## src/rtl/game_constants_pkg.sv

```systemverilog
// Shared constants and types for the pong match-flow logic.
package game_constants_pkg;

  // Match sequencer states; encoding is visible on the match_state output.
  typedef enum logic [2:0] {
    IDLE   = 3'd0,
    SERVE  = 3'd1,
    PLAY   = 3'd2,
    PAUSED = 3'd3,
    POINT  = 3'd4,
    OVER   = 3'd5
  } match_state_t;

  // Default timing at the 10 kHz game clock, and match length.
  localparam int unsigned SERVE_DELAY_IN_CLOCKS = 10000;
  localparam int unsigned POINT_PAUSE_IN_CLOCKS = 20000;
  localparam int unsigned WINNING_SCORE         = 7;

  // Serve direction: toward player 1 (left) or player 2 (right).
  localparam logic SERVE_DIR_LEFT  = 1'b0;
  localparam logic SERVE_DIR_RIGHT = 1'b1;

  // Winner encoding.
  localparam logic WINNER_PLAYER_1 = 1'b0;
  localparam logic WINNER_PLAYER_2 = 1'b1;

endpackage

```

## src/rtl/match_timer.sv

```systemverilog
// Loadable down-counter shared by the SERVE and POINT dwell phases.
module match_timer #(
  parameter int unsigned WIDTH = 16
) (
  input  logic             clk,
  input  logic             rst,
  input  logic             load,
  input  logic [WIDTH-1:0] load_value,
  input  logic             en,
  output logic             expired
);

  logic [WIDTH-1:0] count_q, count_d;

  // Load wins over counting; the counter parks at zero.
  always_comb begin
    count_d = count_q;
    if (load) begin
      count_d = load_value;
    end else if (en && (count_q != '0)) begin
      count_d = count_q - WIDTH'(1);
    end
  end

  // Counter register.
  always_ff @(posedge clk or negedge rst) begin
    if (!rst) begin
      count_q <= '0;
    end else begin
      count_q <= count_d;
    end
  end

  assign expired = (count_q == '0);

endmodule

```

## src/rtl/pong_match_sequencer.sv

```systemverilog
// Match-flow controller: gates ball motion, requests ball re-init, picks the
// serve direction and keeps score. All outputs come straight from flops.
module pong_match_sequencer #(
  parameter int unsigned SERVE_DELAY_IN_CLOCKS = game_constants_pkg::SERVE_DELAY_IN_CLOCKS,
  parameter int unsigned POINT_PAUSE_IN_CLOCKS = game_constants_pkg::POINT_PAUSE_IN_CLOCKS,
  parameter int unsigned WINNING_SCORE         = game_constants_pkg::WINNING_SCORE,
  parameter int unsigned SCORE_WIDTH           = $clog2(WINNING_SCORE + 1)
) (
  input  logic                   clk,
  input  logic                   rst,
  input  logic                   start_req,
  input  logic                   pause_req,
  input  logic                   miss_left,
  input  logic                   miss_right,
  output logic                   play_en,
  output logic                   ball_reinit,
  output logic                   serve_dir,
  output logic [SCORE_WIDTH-1:0] score_1,
  output logic [SCORE_WIDTH-1:0] score_2,
  output logic                   game_over,
  output logic                   winner,
  output logic [2:0]             match_state
);

  import game_constants_pkg::*;

  localparam int unsigned MAX_DELAY = (SERVE_DELAY_IN_CLOCKS > POINT_PAUSE_IN_CLOCKS) ?
                                      SERVE_DELAY_IN_CLOCKS : POINT_PAUSE_IN_CLOCKS;
  localparam int unsigned TIMER_WIDTH = (MAX_DELAY > 1) ? $clog2(MAX_DELAY) : 1;

  // Timer counts down to zero inclusive, so load delay-1.
  localparam logic [TIMER_WIDTH-1:0] SERVE_LOAD = TIMER_WIDTH'(SERVE_DELAY_IN_CLOCKS - 1);
  localparam logic [TIMER_WIDTH-1:0] POINT_LOAD = TIMER_WIDTH'(POINT_PAUSE_IN_CLOCKS - 1);
  localparam logic [SCORE_WIDTH-1:0] WIN        = SCORE_WIDTH'(WINNING_SCORE);

  match_state_t state_q, state_d;

  logic                   play_en_q, play_en_d;
  logic                   ball_reinit_q, ball_reinit_d;
  logic                   serve_dir_q, serve_dir_d;
  logic [SCORE_WIDTH-1:0] score_1_q, score_1_d;
  logic [SCORE_WIDTH-1:0] score_2_q, score_2_d;
  logic                   game_over_q, game_over_d;
  logic                   winner_q, winner_d;

  logic                   timer_load;
  logic [TIMER_WIDTH-1:0] timer_load_value;
  logic                   timer_en;
  logic                   timer_expired;

  logic                   miss_left_only, miss_right_only, miss_both;
  logic [SCORE_WIDTH-1:0] score_1_inc, score_2_inc;

  assign miss_left_only  = miss_left & ~miss_right;
  assign miss_right_only = miss_right & ~miss_left;
  assign miss_both       = miss_left & miss_right;

  // Saturating increments so a score can never wrap past the winning value.
  assign score_1_inc = (score_1_q < WIN) ? score_1_q + SCORE_WIDTH'(1) : score_1_q;
  assign score_2_inc = (score_2_q < WIN) ? score_2_q + SCORE_WIDTH'(1) : score_2_q;

  assign timer_en = (state_q == SERVE) || (state_q == POINT);

  match_timer #(
    .WIDTH (TIMER_WIDTH)
  ) u_match_timer (
    .clk        (clk),
    .rst        (rst),
    .load       (timer_load),
    .load_value (timer_load_value),
    .en         (timer_en),
    .expired    (timer_expired)
  );

  // State register.
  always_ff @(posedge clk or negedge rst) begin
    if (!rst) begin
      state_q <= IDLE;
    end else begin
      state_q <= state_d;
    end
  end

  // Next-state logic; misses take priority over pause in PLAY.
  always_comb begin
    state_d = state_q;
    unique case (state_q)
      IDLE, OVER: begin
        if (start_req) state_d = SERVE;
      end
      SERVE: begin
        if (timer_expired) state_d = PLAY;
      end
      PLAY: begin
        if (miss_left_only) begin
          state_d = (score_2_inc == WIN) ? OVER : POINT;
        end else if (miss_right_only) begin
          state_d = (score_1_inc == WIN) ? OVER : POINT;
        end else if (miss_both) begin
          state_d = POINT;
        end else if (pause_req) begin
          state_d = PAUSED;
        end
      end
      PAUSED: begin
        if (pause_req) state_d = PLAY;
      end
      POINT: begin
        if (timer_expired) state_d = SERVE;
      end
      default: state_d = IDLE;
    endcase
  end

  // Next values for the registered outputs and the timer controls.
  always_comb begin
    ball_reinit_d    = 1'b0;
    serve_dir_d      = serve_dir_q;
    score_1_d        = score_1_q;
    score_2_d        = score_2_q;
    winner_d         = winner_q;
    timer_load       = 1'b0;
    timer_load_value = SERVE_LOAD;
    unique case (state_q)
      IDLE, OVER: begin
        if (start_req) begin
          score_1_d     = '0;
          score_2_d     = '0;
          winner_d      = WINNER_PLAYER_1;
          ball_reinit_d = 1'b1;
          timer_load    = 1'b1;
        end
      end
      PLAY: begin
        if (miss_left_only) begin
          score_2_d   = score_2_inc;
          serve_dir_d = SERVE_DIR_LEFT;
          if (score_2_inc == WIN) begin
            winner_d = WINNER_PLAYER_2;
          end else begin
            timer_load       = 1'b1;
            timer_load_value = POINT_LOAD;
          end
        end else if (miss_right_only) begin
          score_1_d   = score_1_inc;
          serve_dir_d = SERVE_DIR_RIGHT;
          if (score_1_inc == WIN) begin
            winner_d = WINNER_PLAYER_1;
          end else begin
            timer_load       = 1'b1;
            timer_load_value = POINT_LOAD;
          end
        end else if (miss_both) begin
          timer_load       = 1'b1;
          timer_load_value = POINT_LOAD;
        end
      end
      POINT: begin
        if (timer_expired) begin
          ball_reinit_d = 1'b1;
          timer_load    = 1'b1;
        end
      end
      default: ;
    endcase
    play_en_d   = (state_d == PLAY);
    game_over_d = (state_d == OVER);
  end

  // Output registers.
  always_ff @(posedge clk or negedge rst) begin
    if (!rst) begin
      play_en_q     <= 1'b0;
      ball_reinit_q <= 1'b0;
      serve_dir_q   <= SERVE_DIR_LEFT;
      score_1_q     <= '0;
      score_2_q     <= '0;
      game_over_q   <= 1'b0;
      winner_q      <= WINNER_PLAYER_1;
    end else begin
      play_en_q     <= play_en_d;
      ball_reinit_q <= ball_reinit_d;
      serve_dir_q   <= serve_dir_d;
      score_1_q     <= score_1_d;
      score_2_q     <= score_2_d;
      game_over_q   <= game_over_d;
      winner_q      <= winner_d;
    end
  end

  assign play_en     = play_en_q;
  assign ball_reinit = ball_reinit_q;
  assign serve_dir   = serve_dir_q;
  assign score_1     = score_1_q;
  assign score_2     = score_2_q;
  assign game_over   = game_over_q;
  assign winner      = winner_q;
  assign match_state = state_q;

endmodule

```

## config.mk

```make
export PLATFORM = sky130hd
export DESIGN_NAME = pong_match_sequencer
export DESIGN_NICKNAME = d
export VERILOG_FILES = /design/src/rtl/game_constants_pkg.sv /design/src/rtl/match_timer.sv /design/src/rtl/pong_match_sequencer.sv
export SDC_FILE = /design/constraint.sdc
export NUM_CORES = 1
export LEC_CHECK = 0
export CAP_MARGIN = 0
export CORE_AREA = 3 3 67 69
export CTS_CLUSTER_DIAMETER = 100
export DETAILED_ROUTE_END_ITERATION = 7
export DIE_AREA = 0 0 70 72
export PLACE_DENSITY = 0.67
export SLEW_MARGIN = 30
export SYNTH_ARGS = -nofsm -noshare
export SYNTH_HDL_FRONTEND = slang
export SYNTH_SLANG_ARGS = --single-unit
```

## constraint.sdc

```tcl
create_clock -name clk -period 2.3 [get_ports clk]
set_input_delay 0.345 -clock clk [delete_from_list [all_inputs] [get_ports clk]]
set_output_delay 0.345 -clock clk [all_outputs]
set_load 0.01 [all_outputs]
```

==> results of run 1 <==
-- registers in the layout, indices dropped and copies added, names as in the netlist --
signal and count:
play_en 1, winner 1, game_over 1, u_match_timer.count_q 15
serve_dir 1, ball_reinit 1, score_1 3, score_2 3
match_state 3
-- cells by family (layout without fill, tap and decap cells) --
kind of cell / Yosys count / count (layout) / share of synthesized area (%)
compound gates: 38 / 38 / 15.7
xor+xnor: 13 / 13 / 6.80
fa+ha+maj: 6 / 6 / 4.21
buf+inv: 14 / 42 / 4.21
flops: 29 / 29 / 40.7
mux: 2 / 2 / 1.26
simple gates: 81 / 81 / 27.1
-- path summary, 6_finish.rpt --
| check | startpoint | to | cells after the start |
|---|---|---|---|
| min reg2reg | serve_dir$_DFFE_PN0P_ | serve_dir$_DFFE_PN0P_ | 2 |
| min | rst | u_match_timer.count_q[12]$_DFFE_PN0P_ | 2 |
| max reg2reg | u_match_timer.count_q[0]$_DFFE_PN0P_ | u_match_timer.count_q[12]$_DFFE_PN0P_ | 7 |
| max | u_match_timer.count_q[0]$_DFFE_PN0P_ | u_match_timer.count_q[12]$_DFFE_PN0P_ | 7 |
| min in group clk | serve_dir$_DFFE_PN0P_ | serve_dir$_DFFE_PN0P_ | 2 |
| max in group asynchronous | rst | u_match_timer.count_q[3]$_DFFE_PN0P_ | 2 |
-- power by group through the flow --
stage | clock (W) | combinational [W] | sequential (W)
after floorplan | 0 | 0.000220 | 0.000685
after detailed placement | 0 | 0.000288 | 0.000711
after global placement | 0 | 0.000271 | 0.000705
final | 0.000461 | 0.000281 | 0.000708
after global routing | 0.000502 | 0.000322 | 0.000721
after CTS | 0.000467 | 0.000285 | 0.000707
-- cells in the final DEF (no fill, tap or decap), types with 3 or more instances in the layout --
cell type / n
dfrtp_1: 29
nand2_1: 21
clkdlybuf4s50_1: 19
nand3_1: 12
a21oi_1: 12
nor2_1: 10
inv_1: 8
xor2_1: 8
clkbuf_8: 7
buf_4: 7
nor3_1: 6
o21ai_0: 6
ha_1: 6
nand4_1: 5
o31ai_1: 4
xnor2_1: 4
and2_1: 3
nand2b_1: 3
a32o_1: 3
a21o_1: 3
-- metal layers --
metal	up-vias	track usage, %	routed length [um]	part of all wire [%]
li1	715	-	-	-
met1	708	20.7	1750	44
met2	26	29.9	1980	50
met3	6	4.85	161	4.1
met4	0	6.38	68	1.7
met5	-	0	0	0
-- per-stage QoR --
step	total power, W	worst slack, ns	cells
2_1_floorplan	0.000905	0.402	183
3_3_place_gp	0.000976	0.148	253
3_5_place_dp	0.000999	0.0717	253
4_1_cts	0.00146	0.168	261
5_1_grt	0.00155	0.00653	261
6_report	0.00145	0.182	261
-- worst register-to-register path, cell delays in order (launching register included) --
cell	delay (ns)
dfrtp_1	0.40
inv_1	0.09
ha_1	0.19
nor3b_1	0.31
and2_1	0.20
nand4_1	0.21
or4_1	0.47
a21oi_1	0.17
-- final cells by class --
| class | instances | share of cell area, % |
|---|---|---|
| repair buffers | 26 | 11.3 |
| inverters | 8 | 1.40 |
| clock buffers | 7 | 4.49 |
| multi-input cells | 140 | 45.8 |
| well taps | 50 | 2.92 |
| flip-flops and latches | 29 | 33.8 |
| clock inverters | 1 | 0.233 |
==> out/results.txt, run 1 <==
Worst Skew - 0.00660 ns
Share of layout cells above drive strength 1 - 15.6%
Clock share of power - 31.8%
Measured slew at the worst slew-check pin - 0.430 ns
Sequential cell area - 726 sq um
Post-synthesis net count - 195
Crit path arrival time - 2.32 ns
Slew Viols, Final - 0
Flop pwr share - 48.9%
Mean number of vias per cell - 5.57
Detailed router's first-iteration violation count - 61
Hold WC Path Type - primary input to async pin
Layout area overhead - 20.3%
Worst vdd ir - 362 uV
CORE AREA - 0.00397 sq mm
Routed vias - 1455
Leading register cell type out of synthesis - dfrtp_1
Synth unique cells - 47
Dpl hpwl - 2.94 mm
Slowest CP cell - or4_1
Initial antenna violation count - 0
Post-Syn Instances - 183
Clock Tree Buf Depth - 2
# fillers - 361
Resized Gates After CTS - 0
Number of routed nets with antenna violations - 0
Design Area, Final - 0.00215 sq mm
Die area - 0.00504 sq mm
Clock transition at the registers of the reported paths - 0.06 ns
Final setup viols - 0
TritonCTS clock tree - yes
DRC Markers - 0
Worst-Skew Late Latency - 0.28 ns
WHS - 0.444 ns
Multi-input gate area - 983 sq um
Die width - 70 um
YS warnings - 0
Mean Syn Cell Area - 9.75 sq um
Share of power burned in combinational logic - 19.4%
Wire length of the first global-routing pass - 7.00 mm
Run status - finished clean
NetSw - 0.000437 W
Root buf cell - clkbuf_8
Final Util - 54.0%
Die height - 72 um
Most common cell in the synthesized netlist - dfrtp_1
Synth Cell Area - 0.00178 sq mm
Final hold vios - 0
Seq/Total Area, Yosys - 40.7%
CP peak stage delay - 0.47 ns
Routability cong. - 0.878
Worst EP required - 2.50 ns
Row count - 23
Period utilisation layout - 92.1%
Critical path class - register to register
Top-level port count - 20
CP Capture Type - register
Worst path cell trace - inv_1 > ha_1 > nor3b_1 > and2_1 > nand4_1 > or4_1 > a21oi_1
N_diodes - 0
Largest net degree at the start of global routing - 30
Number of global-route vias before repair - 1539
Commonest cells in the netlist - dfrtp_1, nand2_1, a21oi_1, nand3_1, nor2_1
Post-synth top area cell - dfrtp_1
R2R Setup Slk - 0.18 ns
Tightest slew margin relative to the limit - 71.1%
Placed cell areas - 0.00204 sq mm
Top-area cell type share of the netlist area - 40.7%
Nets - 222
DR pass1 iterations - 4
Total CTS buffers - 5
Total setup buffers inserted after CTS - 0
CTS Sinks - 29
Max Clk Rate - 472 MHz
Hold-fix buffers at CTS - 0
Pwr Density - 675 mW/mm^2
Max-Cap Viols - 0
Async S/R FF share, synth - 100%
CP delay by family, top - simple AND/OR/NAND/NOR gates
Switching part of the total power - 30.2%
CP max FO - 4
Int Pwr - 0.00101 W
H-tree Lvls - 2
CP bufs+invs - 1
Leakage - 0.935 nW
Synth area leaders - dfrtp_1, nand2_1, ha_1
Setup TNS - 0 ns
Tmin final - 2.12 ns
RSZ-0062 raised after global routing - no
WL final - 3.96 mm
#FFs+latches synth - 29
Routed len/inst - 15.2 um
I/O Buffers - 19
Total GRT Usage - 17.3%
Starting Density - 44.9%
Gr ovfl total - 0
CP startpoint kind - register
Number of synthesized flops with an enable pin - 0
Note: power is estimated with default switching activity, not from simulation.
==> run 2, diff against run 1 <==
--- a/config.mk
+++ b/config.mk
@@ -10,6 +10,7 @@
 export CTS_CLUSTER_DIAMETER = 100
 export DETAILED_ROUTE_END_ITERATION = 7
 export DIE_AREA = 0 0 70 72
+export MAX_ROUTING_LAYER = met4
 export PLACE_DENSITY = 0.67
 export SLEW_MARGIN = 30
 export SYNTH_ARGS = -nofsm -noshare
==> out/results.txt, run 2 (synthesis results as in run 1) <==
RR Endpoint - u_match_timer.count_q[12]$_DFFE_PN0P_ (unchanged)
CP Capture Type - register (unchanged)
Share of layout cells above drive strength 1 - 15.6% (unchanged)
Die area - 0.00504 sq mm (unchanged)
Initial antenna violation count - 0 (unchanged)
PnR worst setup slack - 0.182 ns (about the same)
N_diodes - 0 (unchanged)
CTS Sinks - 29 (unchanged)
Met3 wire len - 147 um (was 161 um)
Max-Cap Viols - 0 (unchanged)
Leakage - 0.935 nW (unchanged)
Slew Viols, Final - 0 (unchanged)
DR pass1 iterations - 4 (unchanged)
Met2 Wirelength - 1.97 mm (was 1.98 mm)
Worst Skew - 0.00659 ns (was 0.00660 ns)
Die height - 72 um (unchanged)
Critical Path Start - u_match_timer.count_q[0]$_DFFE_PN0P_ (unchanged)
R2R depth - 7 (unchanged)
Worst Setup EP - u_match_timer.count_q[12]$_DFFE_PN0P_ (unchanged)
Row count - 23 (unchanged)
Tmin final - 2.12 ns (about the same)
Flop pwr share - 48.9% (about the same)
NetSw - 0.000437 W (about the same)
Most common cell after layout, fill and taps aside - dfrtp_1 (unchanged)
Int Pwr - 0.00101 W (unchanged)
Largest net degree at the start of global routing - 30 (unchanged)
WHS - 0.445 ns (was 0.444 ns)
Resized Gates After CTS - 0 (unchanged)
Switching part of the total power - 30.2% (about the same)
Layout area overhead - 20.3% (unchanged)
Slowest CP cell - or4_1 (unchanged)
H-tree Lvls - 2 (unchanged)
Clock transition at the registers of the reported paths - 0.06 ns (about the same)
Routability cong. - 0.893 (was 0.878)
Max Clk Rate - 472 MHz (about the same)
RSZ-0062 raised after global routing - no (unchanged)
WL final - 3.96 mm (about the same)
Worst vdd ir - 362 uV (about the same)
Met1 Wirelength - 1.77 mm (was 1.75 mm)
Number of routed nets with antenna violations - 0 (unchanged)
Crit path arrival time - 2.32 ns (about the same)
I/O Buffers - 19 (unchanged)
Clock share of power - 31.8% (about the same)
Run status - finished clean (unchanged)
Measured slew at the worst slew-check pin - 0.430 ns (unchanged)
CP startpoint kind - register (unchanged)
Nets - 222 (unchanged)
Total GRT Usage - 17.8% (was 17.3%)
Number of global-route vias before repair - 1539 (unchanged)
Critical path class - register to register (unchanged)
Top routing layer in use - met4 (unchanged)
Tightest slew margin relative to the limit - 71.1% (unchanged)
Starting Density - 44.9% (unchanged)
Top-level port count - 20 (unchanged)
CORE AREA - 0.00397 sq mm (unchanged)
Top reg by flops - u_match_timer.count_q (unchanged)
Hold WC Path Type - primary input to async pin (unchanged)
Worst path cell trace - inv_1 > ha_1 > nor3b_1 > and2_1 > nand4_1 > or4_1 > a21oi_1 (unchanged)
Setup TNS - 0 ns (unchanged)
Worst EP required - 2.50 ns (about the same)
Root buf cell - clkbuf_8 (unchanged)
Total setup buffers inserted after CTS - 0 (unchanged)
Final hold vios - 0 (unchanged)
Die width - 70 um (unchanged)
Dpl hpwl - 2.94 mm (unchanged)
CP max FO - 4 (unchanged)
Period utilisation layout - 92.1% (about the same)
Routed len/inst - 15.2 um (about the same)
R2R Setup Slk - 0.18 ns (about the same)
DP Worst Slack - 0.0717 ns (unchanged)
Worst-Skew Late Latency - 0.28 ns (about the same)
Routed vias - 1455 (unchanged)
Wire length of the first global-routing pass - 7.00 mm (unchanged)
DRC Markers - 0 (unchanged)
Clock Tree Buf Depth - 2 (unchanged)
Hold-fix buffers at CTS - 0 (unchanged)
Final setup viols - 0 (unchanged)
TritonCTS clock tree - yes (unchanged)
Reg2reg start - u_match_timer.count_q[0]$_DFFE_PN0P_ (unchanged)
CP peak stage delay - 0.47 ns (about the same)
Gr ovfl total - 0 (unchanged)
Share of power burned in combinational logic - 19.4% (about the same)
Detailed router's first-iteration violation count - 59 (was 61)
Pwr Density - 675 mW/mm^2 (about the same)
Largest register FFs - 15 (unchanged)
Total CTS buffers - 5 (unchanged)
Most frequent cells in the layout - dfrtp_1, nand2_1, clkdlybuf4s50_1 (unchanged)
Mean number of vias per cell - 5.57 (unchanged)
-- run 2: how the worst min path moves through the flow --
stage	startpoint	endpoint
6_report	rst	u_match_timer.count_q[12]$_DFFE_PN0P_
5_1_grt	rst	u_match_timer.count_q[4]$_DFFE_PN0P_
4_1_cts	rst	u_match_timer.count_q[4]$_DFFE_PN0P_
3_5_place_dp	serve_dir$_DFFE_PN0P_	serve_dir$_DFFE_PN0P_
3_3_place_gp	serve_dir$_DFFE_PN0P_	serve_dir$_DFFE_PN0P_
2_1_floorplan	rst	ball_reinit$_DFF_PN0_
-- run 2: area by class of cell --
class                      instances  area (sq um)
fill                             361          1830
multi-input combinational        140           983
sequential                        29           726
timing repair buffer              26           243
clock buffer                       7          96.3
tap                               50          62.6
inverter                           8          30.0
clock inverter                     1          5.00
-- run 2: power by group through the flow --
stage	Sequential [W]	Clock (W)	Combinational, W
final	0.000708	0.000461	0.000281
after global routing	0.000721	0.000502	0.000322
after CTS	0.000707	0.000467	0.000285
after detailed placement	0.000711	0	0.000288
after global placement	0.000705	0	0.000271
after floorplan	0.000685	0	0.000220
-- run 2: stage by stage --
stage	total power (W)	cell area, sq um	utilization, %	instances
after global routing	0.00155	2150	54.0	261
after detailed placement	0.000999	2040	51.5	253
after global placement	0.000976	2040	51.5	253
after floorplan	0.000905	1780	-	183
after CTS	0.00146	2150	54.0	261
final	0.00145	2150	54.0	261
-- run 2: routing by layer --
layer / track usage (%) / vias to the layer above
li1: - / 715
met1: 20.8 / 708
met2: 29.9 / 26
met3: 4.57 / 6
met4: 6.38 / 0
met5: - / -
-- run 2: worst max-delay path, delay by kind of cell, from the launching register on --
family / cells / cell delay, ns
DFF: 1 / 0.40
AOI/OAI and AO/OA: 1 / 0.17
and+or+nand+nor: 4 / 1.19
adders and majority gates: 1 / 0.19
buffers and inverters: 1 / 0.09
